==> src/rtl/apb_slave_mem_responder_pkg.sv <==
// Shared types for the APB memory responder.
// Response FSM states, bus encodings and wait-state limits.
package apb_slave_mem_responder_pkg;

   typedef enum logic {
      SLV_OKAY  = 1'b0,
      SLV_ERROR = 1'b1
   } slave_error_e;

   typedef enum logic {
      TX_READ  = 1'b0,
      TX_WRITE = 1'b1
   } tx_type_e;

   typedef enum logic [1:0] {
      IDLE   = 2'b00,
      SETUP  = 2'b01,
      ACCESS = 2'b10
   } apb_resp_state_e;

   localparam int unsigned MAX_WAIT_STATES = 15;
   localparam int unsigned WAIT_W = $clog2(MAX_WAIT_STATES + 1);

endpackage

==> src/rtl/apb_slave_mem_array.sv <==
// Byte-lane-enabled register array with synchronous clear.
// One write port, one combinational read port.
module apb_slave_mem_array #(
   parameter int DATA_WIDTH = 32,
   parameter int MEM_DEPTH  = 64,
   parameter int IDX_W      = 6
) (
   input  logic                    clk,
   input  logic                    clr,
   input  logic                    we,
   input  logic [IDX_W-1:0]        waddr,
   input  logic [DATA_WIDTH/8-1:0] wstrb,
   input  logic [DATA_WIDTH-1:0]   wdata,
   input  logic [IDX_W-1:0]        raddr,
   output logic [DATA_WIDTH-1:0]   rdata
);

   localparam int BYTES = DATA_WIDTH / 8;

   logic [DATA_WIDTH-1:0] mem [MEM_DEPTH];

   always_ff @(posedge clk) begin
      if (clr) begin
         for (int i = 0; i < MEM_DEPTH; i++) begin
            mem[i] <= '0;
         end
      end else if (we) begin
         for (int b = 0; b < BYTES; b++) begin
            if (wstrb[b]) begin
               mem[waddr][b*8 +: 8] <= wdata[b*8 +: 8];
            end
         end
      end
   end

   assign rdata = mem[raddr];

endmodule

==> src/rtl/apb_slave_mem_responder.sv <==
// APB4 completer backed by a word-addressed memory.
// Programmable wait states, pslverr on bad address, sticky protocol_err.
module apb_slave_mem_responder
   import apb_slave_mem_responder_pkg::*;
#(
   parameter int                     ADDRESS_WIDTH = 32,
   parameter int                     DATA_WIDTH    = 32,
   parameter int                     MEM_DEPTH     = 64,
   parameter logic [ADDRESS_WIDTH-1:0] BASE_ADDR   = '0
) (
   input  logic                     pclk,
   input  logic                     preset,
   input  logic                     psel,
   input  logic                     penable,
   input  logic                     pwrite,
   input  logic [ADDRESS_WIDTH-1:0] paddr,
   input  logic [DATA_WIDTH-1:0]    pwdata,
   input  logic [DATA_WIDTH/8-1:0]  pstrb,
   input  logic [2:0]               pprot,
   input  logic [WAIT_W-1:0]        cfg_wait_states,
   output logic [DATA_WIDTH-1:0]    prdata,
   output logic                     pready,
   output logic                     pslverr,
   output logic                     protocol_err
);

   localparam int BYTES = DATA_WIDTH / 8;
   localparam int LSB   = $clog2(BYTES);
   localparam int IDX_W = (MEM_DEPTH > 1) ? $clog2(MEM_DEPTH) : 1;
   localparam logic [ADDRESS_WIDTH:0] SPAN =
      (ADDRESS_WIDTH+1)'(MEM_DEPTH * BYTES);
   localparam logic [ADDRESS_WIDTH-1:0] LANE_MASK =
      ADDRESS_WIDTH'(BYTES - 1);

   typedef struct packed {
      tx_type_e                 write;
      logic [ADDRESS_WIDTH-1:0] addr;
      logic [DATA_WIDTH-1:0]    wdata;
      logic [BYTES-1:0]         strb;
      logic [2:0]               prot;
   } req_t;

   apb_resp_state_e       state_q, state_d;
   req_t                  req_q, req_d, cap;
   logic [WAIT_W-1:0]     wait_q, wait_d;
   logic                  first_q, first_d;
   logic                  pready_d, perr_d, respond, mem_we;
   slave_error_e          pslverr_q, pslverr_d;
   logic [DATA_WIDTH-1:0] prdata_d, rd_data;
   logic [ADDRESS_WIDTH-1:0] offset;
   logic [IDX_W-1:0]      widx;
   logic                  in_range, aligned, addr_err;

   // Decode always works on the captured address, never the live bus.
   assign offset   = req_q.addr - BASE_ADDR;
   assign in_range = (req_q.addr >= BASE_ADDR) && ({1'b0, offset} < SPAN);
   assign aligned  = (req_q.addr & LANE_MASK) == '0;
   assign addr_err = !(in_range && aligned);
   assign widx     = offset[LSB +: IDX_W];

   apb_slave_mem_array #(
      .DATA_WIDTH (DATA_WIDTH),
      .MEM_DEPTH  (MEM_DEPTH),
      .IDX_W      (IDX_W)
   ) u_mem (
      .clk   (pclk),
      .clr   (preset),
      .we    (mem_we),
      .waddr (widx),
      .wstrb (req_q.strb),
      .wdata (req_q.wdata),
      .raddr (widx),
      .rdata (rd_data)
   );

   always_comb begin
      cap = '{write: tx_type_e'(pwrite), addr: paddr, wdata: pwdata,
              strb: pstrb, prot: pprot};
      state_d   = state_q;
      req_d     = req_q;
      wait_d    = wait_q;
      first_d   = first_q;
      perr_d    = protocol_err;
      respond   = 1'b0;
      mem_we    = 1'b0;
      pready_d  = 1'b0;
      pslverr_d = SLV_OKAY;
      prdata_d  = '0;

      unique case (state_q)
         IDLE: begin
            if (psel && !penable) begin
               state_d = SETUP;
               req_d   = cap;
               wait_d  = cfg_wait_states;
            end else if (psel && penable) begin
               perr_d = 1'b1;
            end
         end
         SETUP: begin
            state_d = ACCESS;
            first_d = 1'b1;
            respond = (wait_q == '0);
         end
         ACCESS: begin
            first_d = 1'b0;
            if ((!pready && !psel) || (first_q && !penable)) begin
               perr_d  = 1'b1;
               state_d = IDLE;
            end else if (!pready) begin
               wait_d  = wait_q - 1'b1;
               respond = (wait_q == WAIT_W'(1));
            end else begin
               mem_we = psel && penable && !addr_err &&
                        (req_q.write == TX_WRITE);
               if (psel && !penable) begin
                  state_d = SETUP;
                  req_d   = cap;
                  wait_d  = cfg_wait_states;
               end else begin
                  state_d = IDLE;
               end
            end
         end
         default: state_d = IDLE;
      endcase

      // Response is registered: it appears in the next ACCESS cycle.
      if (respond) begin
         pready_d  = 1'b1;
         pslverr_d = addr_err ? SLV_ERROR : SLV_OKAY;
         if (!addr_err && req_q.write == TX_READ) begin
            prdata_d = rd_data;
         end
      end
   end

   always_ff @(posedge pclk) begin
      if (preset) begin
         state_q      <= IDLE;
         req_q        <= '0;
         wait_q       <= '0;
         first_q      <= 1'b0;
         pready       <= 1'b0;
         pslverr_q    <= SLV_OKAY;
         prdata       <= '0;
         protocol_err <= 1'b0;
      end else begin
         state_q      <= state_d;
         req_q        <= req_d;
         wait_q       <= wait_d;
         first_q      <= first_d;
         pready       <= pready_d;
         pslverr_q    <= pslverr_d;
         prdata       <= prdata_d;
         protocol_err <= perr_d;
      end
   end

   assign pslverr = pslverr_q;

endmodule
==> config.mk <==
export PLATFORM = sky130hd
export DESIGN_NAME = apb_slave_mem_responder
export DESIGN_NICKNAME = d
export VERILOG_FILES = /design/src/rtl/apb_slave_mem_responder_pkg.sv /design/src/rtl/apb_slave_mem_array.sv /design/src/rtl/apb_slave_mem_responder.sv
export SDC_FILE = /design/constraint.sdc
export NUM_CORES = 2
export LEC_CHECK = 0
export BUFFER_PORTS_ARGS = -buffer_cell sky130_fd_sc_hd__buf_2
export CAP_MARGIN = 0
export CORE_AREA = 10 10 375 523
export DETAILED_ROUTE_END_ITERATION = 8
export DIE_AREA = 0 0 385 533
export PLACE_DENSITY = 0.66
export SETUP_SLACK_MARGIN = 0.05
export SLEW_MARGIN = 0
export SYNTH_ARGS = -nofsm -noshare
export SYNTH_HDL_FRONTEND = slang
export SYNTH_SLANG_ARGS = --single-unit
export TNS_END_PERCENT = 5
==> constraint.sdc <==
create_clock -name pclk -period 3.8 [get_ports pclk]
set_clock_uncertainty 0.15 [all_clocks]
set_input_delay 0.95 -clock pclk [delete_from_list [all_inputs] [get_ports pclk]]
set_output_delay 0.95 -clock pclk [all_outputs]
set_load 0.1 [all_outputs]
After elaboration in Yosys (flattened, before gate mapping)
Memory sizes are Yosys's and may differ from the RTL's. A register that Yosys moved wholly into a read port is not among the register bits.
Cells that the tools add are included.
- bits in registers: 82
- memory bits (writable): 2048
- bits of input ports: 80
- output and inout bits: 35
- word-level logic and storage cells: 100
- memories kept: 1
- add/subtract/negate cells: 1
- magnitude comparators: 2
- eq/ne operators: 10
- mux-type cells: 47
- bitwise gates (word level): 3
- reduce and logical (&&, ||, !) cells: 25
- memories (name ; words ; width ; rd ports ; clocked after memory_dff ; wr ports ; line ; source):
    u_mem.mem ; 64 ; 32 ; 1 ; 1 ; 64 ; apb_slave_mem_array.sv:20 ; logic [DATA_WIDTH-1:0] mem [MEM_DEPTH];
- operator list (kind ; count):
    72-bit 2-to-1 mux ; 3
    72-bit one-hot mux with 2 select lines ; 1
    32-bit by 1-bit >= comparator with 1-bit output (second input constant) ; 1
    32-bit logical NOT ; 1
    32-bit by 9-bit less-than comparator with 1-bit output (second input constant) ; 1
    32-bit 2-to-1 mux ; 1
    32-bit OR reduction ; 1
    1-bit 2-to-1 mux ; 29
    4-bit 2-to-1 mux ; 4
    2-bit != test (second input constant) ; 6
    1-bit logical AND ; 9
    4-bit one-hot mux with 2 select lines ; 1
    2-bit 2-to-1 mux ; 3
    6-bit 2-to-1 mux ; 1
    1-bit one-hot mux with 2 select lines ; 3
    2-bit one-hot mux with 3 select lines ; 1
    4-bit by 1-bit == test with 1-bit output (second input constant) ; 1
    4-bit logical NOT ; 1
    2-bit AND reduction ; 2
    4-bit AND reduction ; 1
    2-bit nonzero test ; 2
    4-bit by 1-bit subtractor with 4-bit output (second input constant) ; 1
    1-bit logical NOT ; 3
    3-bit != test (second input constant) ; 1
    8 further kinds ; 10

Depth between registers and ports, before layout
- depth after elaboration: 13
- gate-level depth with buffers: 10
- gate-level depth less buffers: 7

By module
From an unflattened synthesis, not the netlist that was laid out.
- cells, all modules: 6586
- area, all modules: 98097.8 µm²
- modules (own cells, without submodules) (module ; instances ; cells each ; area an instance (µm²) ; sequential area each (µm²)):
    apb_slave_mem_array ; 1 ; 6124 ; 93847.5 ; 61499.0
    apb_slave_mem_responder ; 1 ; 462 ; 4250.3 ; 2222.1

Least setup slack after synthesis
Ideal clock, no wire load.
- path kind: register to register
- start: register pready
- end: memory u_mem.mem[0][10] (enable)
- setup time: 0.326 ns
- arrival: 2.660 ns
- required time: 3.324 ns
- setup slack: 0.665 ns
- cell stages (with the launch flop): 6
- buffers on the path: 2
- clock period less this slack: 3.135 ns
- path through: dfxtp_1 -> nand3_1 -> nor4_2 -> clkbuf_1 -> buf_1 -> a21o_1
- RTL lines (what ; line ; source):
    start: declaration ; apb_slave_mem_responder.sv:22 ; output logic pready,
    start signal: assignment ; apb_slave_mem_responder.sv:153 ; pready <= pready_d;
    end: declaration ; apb_slave_mem_array.sv:20 ;

Final worst setup path
- start: register req_q[42] (netlist bit)
- end: register prdata[17], read port of u_mem.mem
- cells in the longest elaborated chain, start to end: 6
- elaborated cells on any way between the ends: 7
- those cells by class: order compare: 2; bitwise: 1; reduce/logical: 4
- ends and longest elaborated chain (what ; line ; source):
    start: declaration ; apb_slave_mem_responder.sv:44 ; req_t req_q, req_d, cap;
    start signal: assignment ; apb_slave_mem_responder.sv:150 ; req_q <= req_d;
    32-bit by 1-bit >= comparator with 1-bit output / 32-bit by 9-bit less-than comparator with 1-bit output (equally long branches) ; apb_slave_mem_responder.sv:56 ; assign in_range = (req_q.addr >= BASE_ADDR) && ({1'b0, offset} < SPAN);
    1-bit logical AND ; apb_slave_mem_responder.sv:56 ;
    1-bit logical AND ; apb_slave_mem_responder.sv:58 ; assign addr_err = !(in_range && aligned);
    1-bit logical AND ; apb_slave_mem_responder.sv:132 ; if (!addr_err && req_q.write == TX_READ) begin
    1-bit NOT (no source line) ; - ;
    3-bit OR reduction (no source line) ; - ;
    end: declaration ; apb_slave_mem_responder.sv:21 ; output logic [DATA_WIDTH-1:0] prdata,
Parallel ways exist; a longest one is shown, timed or not.
A chain may end at the register's enable or synchronous reset.

==> report_table.html <==
<table>
<tr><th>Metric</th><th>Value</th></tr>
<tr><th colspan="2">Critical path</th></tr>
<tr><td>Endpoint required time on the critical path</td><td>4350 ps</td></tr>
<tr><td>Critical path launch point</td><td>req_q[42]</td></tr>
<tr><td>Reg-to-reg slack, setup</td><td>160 ps</td></tr>
<tr><td>Crit Path Class</td><td>reg2reg</td></tr>
<tr><td>Worst reg2reg endpoint</td><td>prdata[17]</td></tr>
<tr><td>Cell with the most instances on the worst path</td><td>sky130_fd_sc_hd__buf_4</td></tr>
<tr><td>Highest fanout seen on the critical path</td><td>62</td></tr>
<tr><td>Worst-path cell chain</td><td>buf_4, buf_12, nor3b_1, o21ai_0, o2111ai_1, nor4_1, buf_4, a31oi_1</td></tr>
<tr><td>Data arrival time of the worst path</td><td>4190 ps</td></tr>
<tr><td>Worst R2R Path Depth</td><td>8</td></tr>
<tr><td>Type of element capturing the critical path</td><td>flop</td></tr>
<tr><td>Worst-path cell with the longest stage delay</td><td>sky130_fd_sc_hd__o21ai_0</td></tr>
<tr><td>R2R Path Start</td><td>req_q[42]</td></tr>
<tr><td>CP Capture Point</td><td>prdata[17]</td></tr>
<tr><td>Maximum single-stage delay on the critical path</td><td>720 ps</td></tr>
<tr><td>Launching element type of the critical path</td><td>flop</td></tr>
<tr><th colspan="2">STA</th></tr>
<tr><td>Summed negative setup slack over all endpoints</td><td>0 ps</td></tr>
<tr><td>Setup repair after global routing missed its margin</td><td>no</td></tr>
<tr><td>Final setup violation count</td><td>0</td></tr>
<tr><td>Total count of hold-check failures in the final report</td><td>0</td></tr>
<tr><td>Transition time at the pin with the least slew margin</td><td>1190 ps</td></tr>
<tr><td>Final-layout worst hold slack</td><td>158 ps</td></tr>
<tr><td>Maximum achievable frequency</td><td>275 MHz</td></tr>
<tr><td>Share of the cycle needed by the critical path after routing</td><td>95.7%</td></tr>
<tr><td>Time the final worst path needs with I/O delays and setup</td><td>3640 ps</td></tr>
<tr><td>Number of max-slew violations in the final report</td><td>0</td></tr>
<tr><td>Relative slew slack</td><td>20.4%</td></tr>
<tr><th colspan="2">Layout</th></tr>
<tr><td>Ratio of cells with drive above 1 in the final layout</td><td>15.6%</td></tr>
<tr><td>Fillers</td><td>14.9k</td></tr>
<tr><td>Nets</td><td>7,821</td></tr>
<tr><td>Sequential Area</td><td>0.0637 mm²</td></tr>
<tr><td>Synthesis-to-layout area growth</td><td>14.8%</td></tr>
<tr><td>Area taken by multi-input logic gates</td><td>0.0287 mm²</td></tr>
<tr><th colspan="2">Clock network</th></tr>
<tr><td>Clk buf depth</td><td>4</td></tr>
<tr><td>Number of post-CTS setup repair buffers</td><td>0</td></tr>
<tr><td>CTS Sinks</td><td>2,159</td></tr>
<tr><td>Count of hold-fix buffers inserted at cts</td><td>0</td></tr>
<tr><td>CTS Root Cell</td><td>sky130_fd_sc_hd__clkbuf_16</td></tr>
<tr><td>Cts repair resizes</td><td>0</td></tr>
<tr><td>Post-CTS clock slew at the launch and capture registers of the worst setup and hold paths</td><td>60 ps</td></tr>
<tr><td>CTS tree</td><td>yes</td></tr>
<tr><td>Htree depth</td><td>4</td></tr>
<tr><td>TritonCTS Buffers</td><td>205</td></tr>
<tr><td>Clock Latency Late Sink</td><td>880 ps</td></tr>
<tr><th colspan="2">Min path</th></tr>
<tr><td>Class of the most critical hold timing path</td><td>in2reg</td></tr>
<tr><th colspan="2">Detailed routing</th></tr>
<tr><td>Residual DRC</td><td>0</td></tr>
<tr><td>Total vias in the final route</td><td>67.4k</td></tr>
<tr><td>Detailed Route Iter0 Violations</td><td>11.0k</td></tr>
<tr><td>Routed WL per cell</td><td>33.6 µm</td></tr>
<tr><td>Via-per-instance ratio</td><td>6.48</td></tr>
<tr><td>Detailed-route wire length</td><td>349 mm</td></tr>
<tr><td>DRT Pass-1 Iters</td><td>8</td></tr>
<tr><td>Antenna-violating nets left</td><td>0</td></tr>
<tr><th colspan="2">Die</th></tr>
<tr><td>Number of core rows</td><td>188</td></tr>
<tr><td>Vertical extent of the die</td><td>533 µm</td></tr>
<tr><td>Die footprint</td><td>0.205 mm²</td></tr>
<tr><td>I/O pins</td><td>115</td></tr>
<tr><td>Area of the core</td><td>0.187 mm²</td></tr>
<tr><td>Effective utilization at floorplan</td><td>50.6%</td></tr>
<tr><td>X dimension of the die</td><td>385 µm</td></tr>
<tr><th colspan="2">GRT</th></tr>
<tr><td>Maximum number of pins on one net before global-route repair</td><td>157</td></tr>
<tr><td>Wire length of the first global-routing pass</td><td>480 mm</td></tr>
<tr><td>Global routing usage summed across all routing layers</td><td>33.1%</td></tr>
<tr><td>Remaining global-route overflow</td><td>0</td></tr>
<tr><td>Antenna violations before repair</td><td>24</td></tr>
<tr><td>Number of global-route vias before repair</td><td>65.0k</td></tr>
<tr><th colspan="2">Power</th></tr>
<tr><td>Power per standard cell area</td><td>489 mW/mm²</td></tr>
<tr><td>Peak supply drop</td><td>0.375 mV</td></tr>
<tr><td>Standby leakage power</td><td>35.9 nW</td></tr>
<tr><th colspan="2">Yosys</th></tr>
<tr><td>Netlist cell types</td><td>50</td></tr>
<tr><td>Commonest cells post-synth</td><td>sky130_fd_sc_hd__nor2_1, sky130_fd_sc_hd__edfxtp_1, sky130_fd_sc_hd__nand2_1</td></tr>
<tr><td>Post-synth EDFFs</td><td>2,048</td></tr>
<tr><td>Most repeated cell in the gate-level netlist after synthesis</td><td>sky130_fd_sc_hd__nor2_1</td></tr>
<tr><td>Mapped Area</td><td>0.0944 mm²</td></tr>
<tr><td>Portion of the post-synthesis area used by sequential elements</td><td>67.5%</td></tr>
<tr><td>Area fraction of the dominant cell type after synthesis</td><td>65.1%</td></tr>
<tr><td>Area contributors post-synth</td><td>sky130_fd_sc_hd__edfxtp_1, sky130_fd_sc_hd__nor2_1, sky130_fd_sc_hd__mux4_2</td></tr>
<tr><td>Library cell with the largest summed area after synthesis</td><td>sky130_fd_sc_hd__edfxtp_1</td></tr>
<tr><td>Average cell area after synthesis</td><td>12.6 µm²</td></tr>
<tr><td>Share of async-settable or async-resettable flops after synthesis</td><td>0%</td></tr>
<tr><td>Synthesized netlist cell count</td><td>7,512</td></tr>
<tr><td>Number of register bits inferred by synthesis</td><td>2,159</td></tr>
<tr><td>Primary FF master, synth</td><td>sky130_fd_sc_hd__edfxtp_1</td></tr>
<tr><td>Synthesized Nets</td><td>7,599</td></tr>
<tr><td>Warnings, synthesis</td><td>0</td></tr>
<tr><th colspan="2">Run status</th></tr>
<tr><td>Status</td><td>finished clean</td></tr>
<tr><th colspan="2">Placed design</th></tr>
<tr><td>Gpl congestion</td><td>0.988</td></tr>
<tr><td># port buffers</td><td>111</td></tr>
<tr><td>HPWL after detailed placement</td><td>240 mm</td></tr>
<tr><th colspan="2">Run</th></tr>
<tr><td>Number of max-cap violations</td><td>0</td></tr>
</table>
-- report_power, final --
group | switching, mW | internal (mW)
logic | 3.28 | 1.72
clock network | 9.00 | 11.8
registers | 0.495 | 26.8
total | 12.8 | 40.3
-- through the flow --
step / worst slack, ps / power (mW) / util [%] / std cells / instance area [µm²]
finish: 164 / 53.1 / 58.1 / 10400 / 108000
CTS: 339 / 52.9 / 58.1 / 10400 / 108000
global placement: 316 / 32.5 / 54.5 / 9997 / 102000
global route: 153 / 54.1 / 58.1 / 10400 / 108000
floorplan: 665 / 30.2 / - / 7512 / 94400
detailed placement: 298 / 32.6 / 54.5 / 9997 / 102000
-- worst min path at each step --
stage	from	end	slack, ps	cells past startpoint
floorplan	req_q[53]	req_q[53]	290	2
global placement	req_q[63]	req_q[63]	290	2
CTS	paddr[17]	req_q[56]	140	3
detailed placement	req_q[55]	req_q[55]	300	2
global route	paddr[24]	req_q[63]	160	3
finish	paddr[17]	req_q[56]	160	3
-- critical path: cells and delay by family (launching register included) --
kind            cells  cell delay, ps
compound gates      3            1090
buf+inv             3             980
flops               1             600
simple gates        2             570
-- cells by family (layout without fill, tap and decap cells) --
group                      Yosys count  after routing  share of synthesized area (%)
DFF                               2159           2159                           67.5
AOI/OAI and AO/OA                  943            943                           7.05
and+or+nand+nor                   3275           3275                           14.2
muxes                              512            512                           8.71
buffers and inverters              616           1003                           2.48
other                                0             22                              0
adders and majority gates            7              7                         0.0927
-- flip-flops by register name, indices dropped and copies added (netlist names) --
name          cells
first_q           1
prdata           32
pready            1
protocol_err      1
pslverr           1
req_q            69
state_q           2
u_mem.mem      2048
wait_q            4
-- cells in the final DEF, fill, tap and decap left out, types with 60 or more instances in the layout --
cell type / instances
sky130_fd_sc_hd__a22o_1: 60
sky130_fd_sc_hd__mux4_2: 248
sky130_fd_sc_hd__o21ai_0: 67
sky130_fd_sc_hd__mux2i_1: 264
sky130_fd_sc_hd__a21o_1: 285
sky130_fd_sc_hd__nand2_1: 718
sky130_fd_sc_hd__clkbuf_16: 212
sky130_fd_sc_hd__buf_12: 147
sky130_fd_sc_hd__dfxtp_1: 108
sky130_fd_sc_hd__and3_1: 87
sky130_fd_sc_hd__buf_2: 110
sky130_fd_sc_hd__a22oi_1: 176
sky130_fd_sc_hd__a21oi_1: 78
sky130_fd_sc_hd__edfxtp_1: 2048
sky130_fd_sc_hd__nor2_1: 2158
sky130_fd_sc_hd__o22ai_1: 155
sky130_fd_sc_hd__buf_4: 362
sky130_fd_sc_hd__nand3b_1: 62
-- layout make-up --
cell class	instances	share of cell area, %
Sequential cell	2159	58.8
Multi-Input combinational cell	4737	26.4
Timing Repair Buffer	620	5.74
Clock buffer	268	5.17
Tap cell	2470	2.85
Clock inverter	104	0.959
Antenna cell	22	0.0508
Inverter	11	0.0381
-- routing by layer --
metal  GRT usage (%)  share of wire, %
met1            39.9                33
met2            51.3                46
met3            7.60                12
met4            25.7               9.5
met5               0             0.030
No activity file was read; power rests on OpenSTA's default activity.
